### src/rtl/pwm_iir_filter.sv
// Multi-channel first/second-order IIR low-pass for PWM bitstreams: y += (x - y) >>> k.
// One shared update datapath is walked across channels by an FSM on every sample strobe.
module pwm_iir_filter #(
    parameter int NUM_CH  = 4,
    parameter int DATA_W  = 16,
    parameter int SHIFT_W = 4
) (
    input  logic                       clk_i,
    input  logic                       rst_ni,
    input  logic [NUM_CH-1:0]          pwm_i,
    input  logic                       sample_i,
    input  logic [SHIFT_W-1:0]         shift_i,
    input  logic                       order2_i,
    input  logic                       clr_i,
    input  logic                       clr_ovr_i,
    output logic                       busy_o,
    output logic                       valid_o,
    output logic [NUM_CH*DATA_W-1:0]   out_o,
    output logic                       overrun_o
);
    localparam int CH_W = (NUM_CH > 1) ? $clog2(NUM_CH) : 1;
    localparam logic [DATA_W-1:0] FULL = '1;
    localparam logic [CH_W-1:0] LAST_CH = CH_W'(NUM_CH - 1);

    typedef enum logic [1:0] {IDLE, S1, S2, DONE} state_t;

    state_t                          state_q, state_d;
    logic [CH_W-1:0]                 ch_q;
    logic [NUM_CH-1:0]               pwm_q;
    logic [SHIFT_W-1:0]              shift_q;
    logic                            order2_q;
    logic [NUM_CH-1:0][DATA_W-1:0]   st1_q, st2_q, out_q;
    logic                            valid_q, overrun_q;

    logic                            last_ch;
    logic [DATA_W-1:0]               x_mux, y_mux, y_new;
    logic signed [DATA_W:0]          diff, step, sum;

    assign last_ch   = (ch_q == LAST_CH);
    assign busy_o    = (state_q != IDLE);
    assign valid_o   = valid_q;
    assign out_o     = out_q;
    assign overrun_o = overrun_q;

    always_comb begin
        state_d = state_q;
        case (state_q)
            IDLE: if (sample_i) state_d = S1;
            S1:   if (last_ch) state_d = order2_q ? S2 : DONE;
            S2:   if (last_ch) state_d = DONE;
            DONE: state_d = IDLE;
            default: state_d = IDLE;
        endcase
        if (clr_i) state_d = IDLE;
    end

    always_ff @(posedge clk_i or negedge rst_ni) begin
        if (!rst_ni) state_q <= IDLE;
        else         state_q <= state_d;
    end

    // Stage 1 sees the PWM bit as 0/FULL; stage 2 is fed by stage 1 of the same pass.
    // The arithmetic shift floors, so the sum never leaves [0, FULL].
    always_comb begin
        x_mux = (state_q == S1) ? (pwm_q[ch_q] ? FULL : '0) : st1_q[ch_q];
        y_mux = (state_q == S1) ? st1_q[ch_q] : st2_q[ch_q];
        diff  = $signed({1'b0, x_mux}) - $signed({1'b0, y_mux});
        step  = diff >>> shift_q;
        sum   = $signed({1'b0, y_mux}) + step;
        y_new = sum[DATA_W-1:0];
    end

    always_ff @(posedge clk_i or negedge rst_ni) begin
        if (!rst_ni) begin
            ch_q     <= '0;
            pwm_q    <= '0;
            shift_q  <= '0;
            order2_q <= 1'b0;
            st1_q    <= '0;
            st2_q    <= '0;
            out_q    <= '0;
            valid_q  <= 1'b0;
        end else if (clr_i) begin
            ch_q    <= '0;
            st1_q   <= '0;
            st2_q   <= '0;
            out_q   <= '0;
            valid_q <= 1'b0;
        end else begin
            valid_q <= 1'b0;
            case (state_q)
                IDLE: if (sample_i) begin
                    pwm_q    <= pwm_i;
                    shift_q  <= shift_i;
                    order2_q <= order2_i;
                    ch_q     <= '0;
                end
                S1: begin
                    st1_q[ch_q] <= y_new;
                    ch_q        <= last_ch ? '0 : ch_q + 1'b1;
                end
                S2: begin
                    st2_q[ch_q] <= y_new;
                    ch_q        <= last_ch ? '0 : ch_q + 1'b1;
                end
                DONE: begin
                    out_q   <= order2_q ? st2_q : st1_q;
                    valid_q <= 1'b1;
                end
                default: ;
            endcase
        end
    end

    // Set outranks clear so an overrun arriving with clr_ovr_i is never lost.
    always_ff @(posedge clk_i or negedge rst_ni) begin
        if (!rst_ni)                overrun_q <= 1'b0;
        else if (sample_i && busy_o) overrun_q <= 1'b1;
        else if (clr_ovr_i)         overrun_q <= 1'b0;
    end
endmodule

### config.mk
export PLATFORM = sky130hd
export DESIGN_NAME = pwm_iir_filter
export DESIGN_NICKNAME = d
export VERILOG_FILES = /design/src/rtl/pwm_iir_filter.sv
export SDC_FILE = /design/constraint.sdc
export NUM_CORES = 1
export LEC_CHECK = 0
export BUFFER_PORTS_ARGS = -buffer_cell sky130_fd_sc_hd__buf_2
export CORE_MARGIN = 8
export CORE_UTILIZATION = 55
export CTS_BUF_LIST = sky130_fd_sc_hd__clkbuf_2 sky130_fd_sc_hd__clkbuf_4 sky130_fd_sc_hd__clkbuf_8
export CTS_CLUSTER_DIAMETER = 120
export DETAILED_ROUTE_END_ITERATION = 8
export GPL_TIMING_DRIVEN = 0
export PLACE_DENSITY = 0.74
export SYNTH_ARGS = -nofsm -noshare
export SYNTH_HDL_FRONTEND = slang
export SYNTH_SLANG_ARGS = --single-unit
export TNS_END_PERCENT = 10
### constraint.sdc
create_clock -name clk_i -period 20.1 [get_ports clk_i]
set_input_delay 2.01 -clock clk_i [delete_from_list [all_inputs] [get_ports clk_i]]
set_output_delay 2.01 -clock clk_i [all_outputs]
set_load 0.05 [all_outputs]
==> results.md, run 1 <==
- Clock Path Buffers: 3
- WHS: 0.500 ns
- RSZ-0062 raised after global routing: false
- Overflow after GRT: 0
- Total negative setup slack: 0 ns
- Layout cells sized above 1: roughly 17%
- GRT Util Overall: 27.2%
- Storage element area: ~5200 sq um
- Post-cts hold buffer count: 0
- Pre-CTS setup slack: 11.33 ns
- Clock-pin slew on the worst setup and hold paths: 0.06 ns
- Core Box Area: 21,600 sq um
- Clk_lat worst skew: ~0.53 ns
- Post-route ant nets: 0
- Critical path class: flop to flop
- Detail Placement HPWL: 28,200 um
- Distinct cells, synth: 67
- Ports: 81
- Crit Path Max Fanout: 10
- Starting Density: 55.3%
- Fin. max-slew vios: 0
- First-pass GRT wire length: 56,700 um
- Sequential element share of the synthesized area: 43.5%
- Die ar.: 26,600 sq um
- Critical Path End Type: flop
- Drt wl/cell: roughly 23 um
- Setup-failing EPs final: 0
- Die height: 163 um
- Slew at the pin closest to its max-slew limit: 1.29 ns
- Status: finished clean
- Post-Syn Area per Cell: approximately 10 sq um
- Footprint of the multi-input gates: between 6000 and 7000 sq um
- Slew HR: 13.7%
- Fin crit share: between 40 and 50%
- Antenna diodes: 0
- CP max stage cell: xor2_1
- Final WL: 35,900 um
- Top_reg_cell synth: dfrtp_1
- Total number of vias: between 9,000 and 10,000
- Worst setup margin: 11.29 ns
- Fill cell count: 1,802
- CTS buffer count: 35
- Most Frequent Cell on Critical Path: a211oi_1
- Row Count: 54
- RePlAce Congestion: ~0.95
- Initial antenna violation count: 0
- Pre-Repair DR Iteration Count: 5
- Max Cap Viol: 0
- I/O Buffers: 79
- CP Data Arrival Time: between 9 and 10 ns
- Die width: ~160 um
- Hold Crit Class: flop to flop
- Worst Clk Skew: about 0.042 ns
- F_max: approximately 0.11 GHz
- CP Launch Type: flop
- Synth Cell Area: between 10,000 and 15,000 sq um
- Critical path required time: 20.46 ns
- Root Buffer: clkbuf_8
- Nets: approximately 1,300
- Number of flops mapped to enable cells by yosys: 0
- CTS tree: built
- Vias per cell: between 6 and 7
- Clock Sink Count: a little over 200
- Post-Synthesis Cells: 1,145
- Largest net degree at the start of global routing: 121
- Synthesis-to-finish area growth: 13.0%
- Post-CTS Setup Inserts: 0
- Synthesized Nets: 1,201
- DRC viols: 0
- Minimum clock period: roughly 8.8 ns
- Post-CTS sizing: 0
- Async S/R FF share, synth: 100%
- H-tree Lvls: 2
- FF+latch count, synth: roughly 210
- Final number of hold-violating endpoints: 0
- Vias in the first global route: 9,976
- 1st-iter DRT viols: between 800 and 900
- Syn. warnings: 0
- Max stage delay on crit path: about 0.76 ns
cell usage in the layout (no fill, tap or decap), types with 7 or more instances in the layout:
cell type	n
a211oi_1	76
a21boi_0	9
a21oi_1	35
a22o_1	97
a31oi_1	11
and2_1	19
buf_1	12
buf_2	80
clkbuf_1	57
clkbuf_4	10
clkbuf_8	45
dfrtp_1	207
ha_1	40
inv_1	37
mux2_2	13
mux2i_1	72
mux4_2	38
nand2_1	114
nand3_1	10
nor2_1	107
nor2b_1	10
nor3_1	17
o21a_1	11
o21ai_0	55
xnor2_1	10
xor2_1	7
worst paths after layout:
path,from,slack (ns),cells after the start,to
setup / recovery,ch_q[0],11.29,25,st2_q[47]
hold / removal,pwm_q[2],0.50,1,pwm_q[2]
setup reg to reg,ch_q[0],11.29,25,st2_q[47]
hold reg to reg,pwm_q[2],0.50,1,pwm_q[2]
max in group asynchronous,rst_ni,17.56,2,st2_q[35]
min in group asynchronous,rst_ni,1.57,1,shift_q[1]
flip-flops by register name (all words and copies together), names as in the netlist:
signal and flops:
overrun_o 1, state_q 2, shift_q 4, st2_q 64
st1_q 64, valid_o 1, out_o 64, pwm_q 4
ch_q 2, order2_q 1
synthesized netlist by cell type (4+ instances only):
cell type    n  area [sq um]
mux4_2      38           856
nand2_1    114           428
ha_1        40           500
xor2_1       7          61.3
mux2_2      13           146
buf_1       12          45.0
clkbuf_8     4          55.1
nand3_1     10          50.1
or3_1        6          37.5
inv_1       37           139
a22o_1      97           850
a21boi_0     9          67.6
xnor2_1     10          87.6
and2_1      19           119
o21ai_0     55           275
nand2b_1     4          25.0
o21a_1      11          82.6
nor2_1     107           402
nor2b_1     10          62.6
mux2i_1     72           721
clkbuf_1    57           214
a31oi_1     11          68.8
nor3_1      17          85.1
dfrtp_1    207          5180
or2_2        6          37.5
a21oi_1     35           175
a21o_1       4          30.0
a211oi_1    76           571
critical path: cells and delay by family (launching register included):
kind	cells	cell delay [ns]
muxes	2	0.80
buffers and inverters	3	1.37
DFF	1	0.37
xor gates and xnor gates	2	1.13
adders and majority gates	2	0.75
and+or+nand+nor	3	0.44
AOI/OAI and AO/OA	13	3.77
per-layer routing:
| layer | vias to the layer above | GRT usage, % | wire [um] |
|---|---|---|---|
| met5 | - | 0 | 0 |
| met4 | 0 | 11.8 | 1410 |
| met3 | 64 | 4.11 | 2150 |
| met2 | 400 | 43.1 | 16800 |
| met1 | 4853 | 36.8 | 15500 |
| li1 | 4482 | - | - |
kinds of logic after synthesis:
group,Yosys count,synth area share (%)
compound gates,335,20.8
simple gates,304,11.2
flops,207,43.5
mux,125,14.8
buf+inv,115,4.02
fa+ha+maj,42,4.54
xor+xnor,17,1.25
stage by stage:
step	instances	instance area [sq um]	utilization (%)
after floorplan	1145	11900	-
after global placement	1504	12700	58.7
after detailed placement	1505	12700	58.9
after CTS	1563	13500	62.5
after global routing	1563	13500	62.5
final	1563	13500	62.5
cell type report:
class	instances	area share, %
clock buffers	50	4.69
repair buffers	80	3.21
inverters	38	1.06
clock inverters	8	1.00
well taps	280	2.60
flip-flops and latches	207	38.5
plain buffers	77	2.50
multi-input cells	823	46.5
Power of run 1 is left out: the tool's default activity adds up to more than one toggle a clock period on the data nets, which glitch-free logic cannot reach.
==> run 2, diff against run 1 <==
==> constraint.sdc (replaced) <==
create_clock -name clk_i -period 9.2 [get_ports clk_i]
set_input_delay 0.92 -clock clk_i [delete_from_list [all_inputs] [get_ports clk_i]]
set_output_delay 0.92 -clock clk_i [all_outputs]
set_load 0.05 [all_outputs]
==> run 2 against run 1 <==
Against the previous run: setup slack lost 11 ns; flip-flop and latch count stayed put; register-to-register slack got worse by 11 ns; final area rose by 0.11%; clock skew is 0.00097 ns lower; cell count is the same; hold slack got worse by 0.029 ns; critical path depth stayed put; count of clock-buffer cells in the layout did not move; highest routed layer unchanged.
==> results.md, run 2 (synthesized netlist as in run 1, its figures left out) <==
- Status: finished clean
- DRC viols: 0
- Worst reg-to-reg path cell count: 25
- Post-cts hold buffer count: 0
- Clk_lat worst skew: 0.53 ns
- CP Launch Type: flop
- Detail Placement HPWL: 28,200 um
- Starting Density: 55.3%
- Slew at the pin closest to its max-slew limit: approximately 1.3 ns
- Non-Filler Instances: about 1,600
- Initial antenna violation count: 0
- Max stage delay on crit path: 0.65 ns
- Placed Cells incl. Taps: roughly 1,500
- Fin. max-slew vios: 0
- Die width: between 150 and 200 um
- Pre-Repair DR Iteration Count: 5
- Layout cells sized above 1: 16.9%
- CTS buffer count: 35
- Total number of vias: just under 10,000
- Crit path max-delay family: compound AO/OA/AOI/OAI gates
- Slew HR: between 10% and 20%
- Row Count: 54
- I/O Buffers: 79
- Post-route ant nets: 0
- Die height: around 160 um
- Die ar.: between 20,000 and 30,000 sq um
- Core Box Area: ~22,000 sq um
- Vias per cell: roughly 6.3
- Drt wl/cell: ~23 um
- Clock Sink Count: between 200 and 250
- Hold Crit Class: input port to async pin
- Most common cell after layout, fill and taps aside: dfrtp_1
- Fin crit share: approximately 93%
- Reg2Reg Setup Slack: between 0.6 and 0.7 ns
- CTS tree: built
- Post-CTS Setup Inserts: 0
- H-tree Lvls: 2
- Most Frequent Cell on Critical Path: a211oi_1
- Fill cell count: approximately 1,800
- 1st-iter DRT viols: 760
- Nets: between 1,000 and 1,500
- Stages on worst setup path: 25
- Clock Path Buffers: 3
- Synthesis-to-finish area growth: 13.1%
- CP Data Arrival Time: ~9.0 ns
- Critical Path End Type: flop
- Antenna diodes: 0
- F_max: 0.116 GHz
- Crit Path Max Fanout: 10
- RePlAce Congestion: around 0.95
- GRT Util Overall: between 20% and 30%
- Worst Clk Skew: 0.0408 ns
- Overflow after GRT: 0
- Largest net degree at the start of global routing: roughly 120
- RSZ-0062 raised after global routing: false
- Most frequent cells in the layout: dfrtp_1, nand2_1, nor2_1
- Root Buffer: clkbuf_8
- Ports: 81
- Worst path bufs/invs: 3
- First-pass GRT wire length: about 57,000 um
- CP max stage cell: buf_1
- Setup-failing EPs final: 0
- Final WL: roughly 36,000 um
- Max Cap Viol: 0
- Post-CTS sizing: 0
- Critical path required time: 9.56 ns
- Total negative setup slack: 0 ns
- Critical path class: flop to flop
- Clock-pin slew on the worst setup and hold paths: 0.06 ns
- Vias in the first global route: about 10,000
- Minimum clock period: ~8.6 ns
- Final number of hold-violating endpoints: 0
## run 2: cell types whose count changed in the layout (fill, tap and decap cells not counted)
cell	change
xor2_1	-1
xor2_2	+1
xnor2_2	+1
xnor2_1	-1
## run 2: layout make-up
class / instances / area (sq um) / area share (%)
Multi-Input combinational cell: 823 / 6270 / 46.5
Clock buffer: 50 / 632 / 4.69
Clock inverter: 8 / 135 / 1.00
Tap cell: 280 / 350 / 2.60
Inverter: 38 / 143 / 1.06
Timing Repair Buffer: 80 / 433 / 3.21
Buffer: 77 / 337 / 2.50
Sequential cell: 207 / 5180 / 38.4
## run 2: metrics by stage
step	utilization, %	setup slack (ns)	area (sq um)	hold WS, ns
3_5_place_dp	58.9	0.428	12700	0.483
3_3_place_gp	58.7	0.510	12700	0.480
4_1_cts	62.5	0.317	13500	0.501
5_1_grt	62.6	0.00752	13500	0.525
2_1_floorplan	-	2.46	11900	0.465
6_report	62.6	0.614	13500	0.471
## run 2: routing by layer
layer	vias up	global-route usage [%]	part of all wire, %
met5	-	0	0
met4	0	11.8	4.0
met3	59	4.11	6.3
met2	404	43.1	47
met1	4858	36.8	43
li1	4477	-	-
## run 2: worst paths after layout
kind,to,from
max,st1_q[63],ch_q[0]
min,shift_q[1],rst_ni
max reg2reg,st1_q[63],ch_q[0]
min reg2reg,pwm_q[2],pwm_q[2]
max in group asynchronous,st2_q[35],rst_ni
min in group clk_i,pwm_q[2],pwm_q[2]
## run 2: worst reg2reg max path, cell delays in order, from the launching register on
cell	delay [ns]
dfrtp_1	0.37
clkbuf_1	0.56
buf_1	0.65
mux4_2	0.63
a21boi_0	0.45
inv_1	0.17
fa_1	0.47
nor2b_1	0.28
o2111a_1	0.26
nor3_1	0.08
o31ai_1	0.28
xor2_1	0.37
mux2i_1	0.17
a211oi_1	0.43
a211oi_1	0.19
a31oi_1	0.22
ha_1	0.28
a211o_1	0.35
a211oi_1	0.35
o2111ai_1	0.22
a31oi_1	0.29
nor2b_1	0.08
o21a_1	0.20
o41ai_2	0.40
xor2_2	0.52
o21ai_0	0.18
Power of run 2 is left out for the same reason.
==> run 3, diff against run 2 <==
--- a/config.mk
+++ b/config.mk
@@ -6,10 +6,12 @@
 export NUM_CORES = 1
 export LEC_CHECK = 0
 export BUFFER_PORTS_ARGS = -buffer_cell sky130_fd_sc_hd__buf_2
+export CORE_ASPECT_RATIO = 0.8
 export CORE_MARGIN = 8
 export CORE_UTILIZATION = 55
 export CTS_BUF_LIST = sky130_fd_sc_hd__clkbuf_2 sky130_fd_sc_hd__clkbuf_4 sky130_fd_sc_hd__clkbuf_8
 export CTS_CLUSTER_DIAMETER = 120
+export CTS_CLUSTER_SIZE = 14
 export DETAILED_ROUTE_END_ITERATION = 8
 export GPL_TIMING_DRIVEN = 0
 export PLACE_DENSITY = 0.74
==> constraint.sdc (replaced) <==
create_clock -name clk_i -period 9.3 [get_ports clk_i]
set_input_delay 0.93 -clock clk_i [delete_from_list [all_inputs] [get_ports clk_i]]
set_output_delay 0.93 -clock clk_i [all_outputs]
set_load 0.05 [all_outputs]
==> run 3 against run 2 <==
Against the previous run: utilization fell by 2.1 points; via count is 2.2% higher; die area rose by 0.11%; fmax decreased by 3.5%; final area decreased by 3.9%; critical path depth did not move; critical endpoint is now st2_q[47]; largest cell class unchanged.
==> results.md, run 3 (synthesized netlist as in run 1, its figures left out) <==
- Status: finished clean
- Ports: 81
- Largest net degree at the start of global routing: ~120
- Most Frequent Cell on Critical Path: a211oi_1
- Minimum clock period: a little under 9 ns
- CP Data Arrival Time: around 9.3 ns
- Max Cap Viol: 0
- Critical path class: flop to flop
- GRT Util Overall: approximately 28%
- Post-cts hold buffer count: 0
- Row Count: 48
- H-tree Lvls: 1
- Worst Clk Skew: about 0.022 ns
- Hold Crit Class: input port to async pin
- Layout cells sized above 1: 14.2%
- GR Layer Usage met2: ~40%
- GRT Max-Usage Layer: met2
- Vias in the first global route: roughly 10,000
- Worst reg-to-reg path cell count: 25
- Most common cell after layout, fill and taps aside: dfrtp_1
- Post-layout util: between 60% and 70%
- Initial antenna violation count: 0
- Drt wl/cell: ~24 um
- Clock Sink Count: 207
- Met1 Usage GRT: 39.8%
- First-pass GRT wire length: roughly 58,000 um
- Fin. max-slew vios: 0
- Max stage delay on crit path: ~0.75 ns
- Clk_lat worst skew: between 0.5 and 0.6 ns
- Fill cell count: between 1,500 and 2,000
- Worst path bufs/invs: 3
- Overflow after GRT: 0
- Fin crit share: between 90 and 100%
- Vias per cell: about 6.6
- Post-CTS sizing: 0
- Post-route ant nets: 0
- Core Box Area: ~21,000 sq um
- 1st-iter DRT viols: 1,224
- F_max: approximately 0.11 GHz
- Nets: around 1,300
- Setup-failing EPs final: 0
- Root Buffer: clkbuf_8
- Final number of hold-violating endpoints: 0
- Pre-Repair DR Iteration Count: 5
- Die ar.: approximately 27,000 sq um
- CP max stage cell: buf_1
- Crit path max-delay family: compound AO/OA/AOI/OAI gates
- Clock Path Buffers: 3
- Total negative setup slack: 0 ns
- Critical path required time: approximately 9.7 ns
- Crit Path Max Fanout: 10
- Die height: ~150 um
- Die width: around 180 um
- Slew at the pin closest to its max-slew limit: between 1 and 1.5 ns
- Most frequent cells in the layout: dfrtp_1, nand2_1, nor2_1
- Final WL: 37,100 um
- RSZ-0062 raised after global routing: true
- Post-CTS Setup Inserts: 0
- Stages on worst setup path: 25
- Critical Path End Type: flop
- GRT met3 Usage: just over 9%
- Clock-pin slew on the worst setup and hold paths: roughly 0.09 ns
- Detail Placement HPWL: around 28,000 um
- CTS tree: built
- Antenna diodes: 0
- CTS buffer count: 18
- Slew HR: 14.4%
- Synthesis-to-finish area growth: 8.76%
- RePlAce Congestion: 0.957
- CP Launch Type: flop
- Total number of vias: between 10,000 and 15,000
- Starting Density: approximately 56%
- I/O Buffers: 79
- DRC viols: 0
-- run 3: cell types whose count changed in the layout (fill, tap and decap cells not counted) --
cell,previous run,this run
inv_6,1,0
xnor2_1,9,10
bufinv_16,3,0
xnor2_2,1,0
clkinv_8,1,0
xor2_2,1,0
clkbuf_8,45,23
xor2_1,6,7
clkbuf_4,10,1
clkinvlp_4,2,0
-- run 3: worst paths after layout --
check	from	endpoint	slack (ns)
hold reg to reg	overrun_o	overrun_o	0.51
setup / recovery	ch_q[0]	st2_q[47]	0.40
min in group clk_i	overrun_o	overrun_o	0.51
max in group asynchronous	rst_ni	shift_q[0]	7.87
hold / removal	rst_ni	out_o[25]	0.42
setup reg to reg	ch_q[0]	st2_q[47]	0.40
-- run 3: cell type report --
type | instances | area (sq um) | share of cell area, %
clock buffers | 19 | 262 | 2.02
inverters | 38 | 143 | 1.10
well taps | 275 | 344 | 2.65
flip-flops and latches | 207 | 5180 | 40.0
clock inverters | 1 | 5.00 | 0.0386
multi-input cells | 823 | 6260 | 48.3
plain buffers | 77 | 337 | 2.60
repair buffers | 80 | 433 | 3.34
-- run 3: metal layers --
| metal | part of all wire (%) | up-vias |
|---|---|---|
| met4 | 2.5 | 0 |
| met2 | 42 | 542 |
| met3 | 12 | 64 |
| met5 | 0 | - |
| li1 | - | 4426 |
| met1 | 44 | 4981 |
-- run 3: through the flow --
step	setup slack (ns)	instances	hold WS, ns	area [sq um]
final	0.399	1520	0.421	13000
after detailed placement	0.637	1500	0.493	12700
after global placement	0.774	1499	0.481	12700
after CTS	0.568	1520	0.442	13000
after global routing	-0.231	1520	0.480	13000
after floorplan	2.56	1145	0.465	11900
Power of run 3 is left out for the same reason.
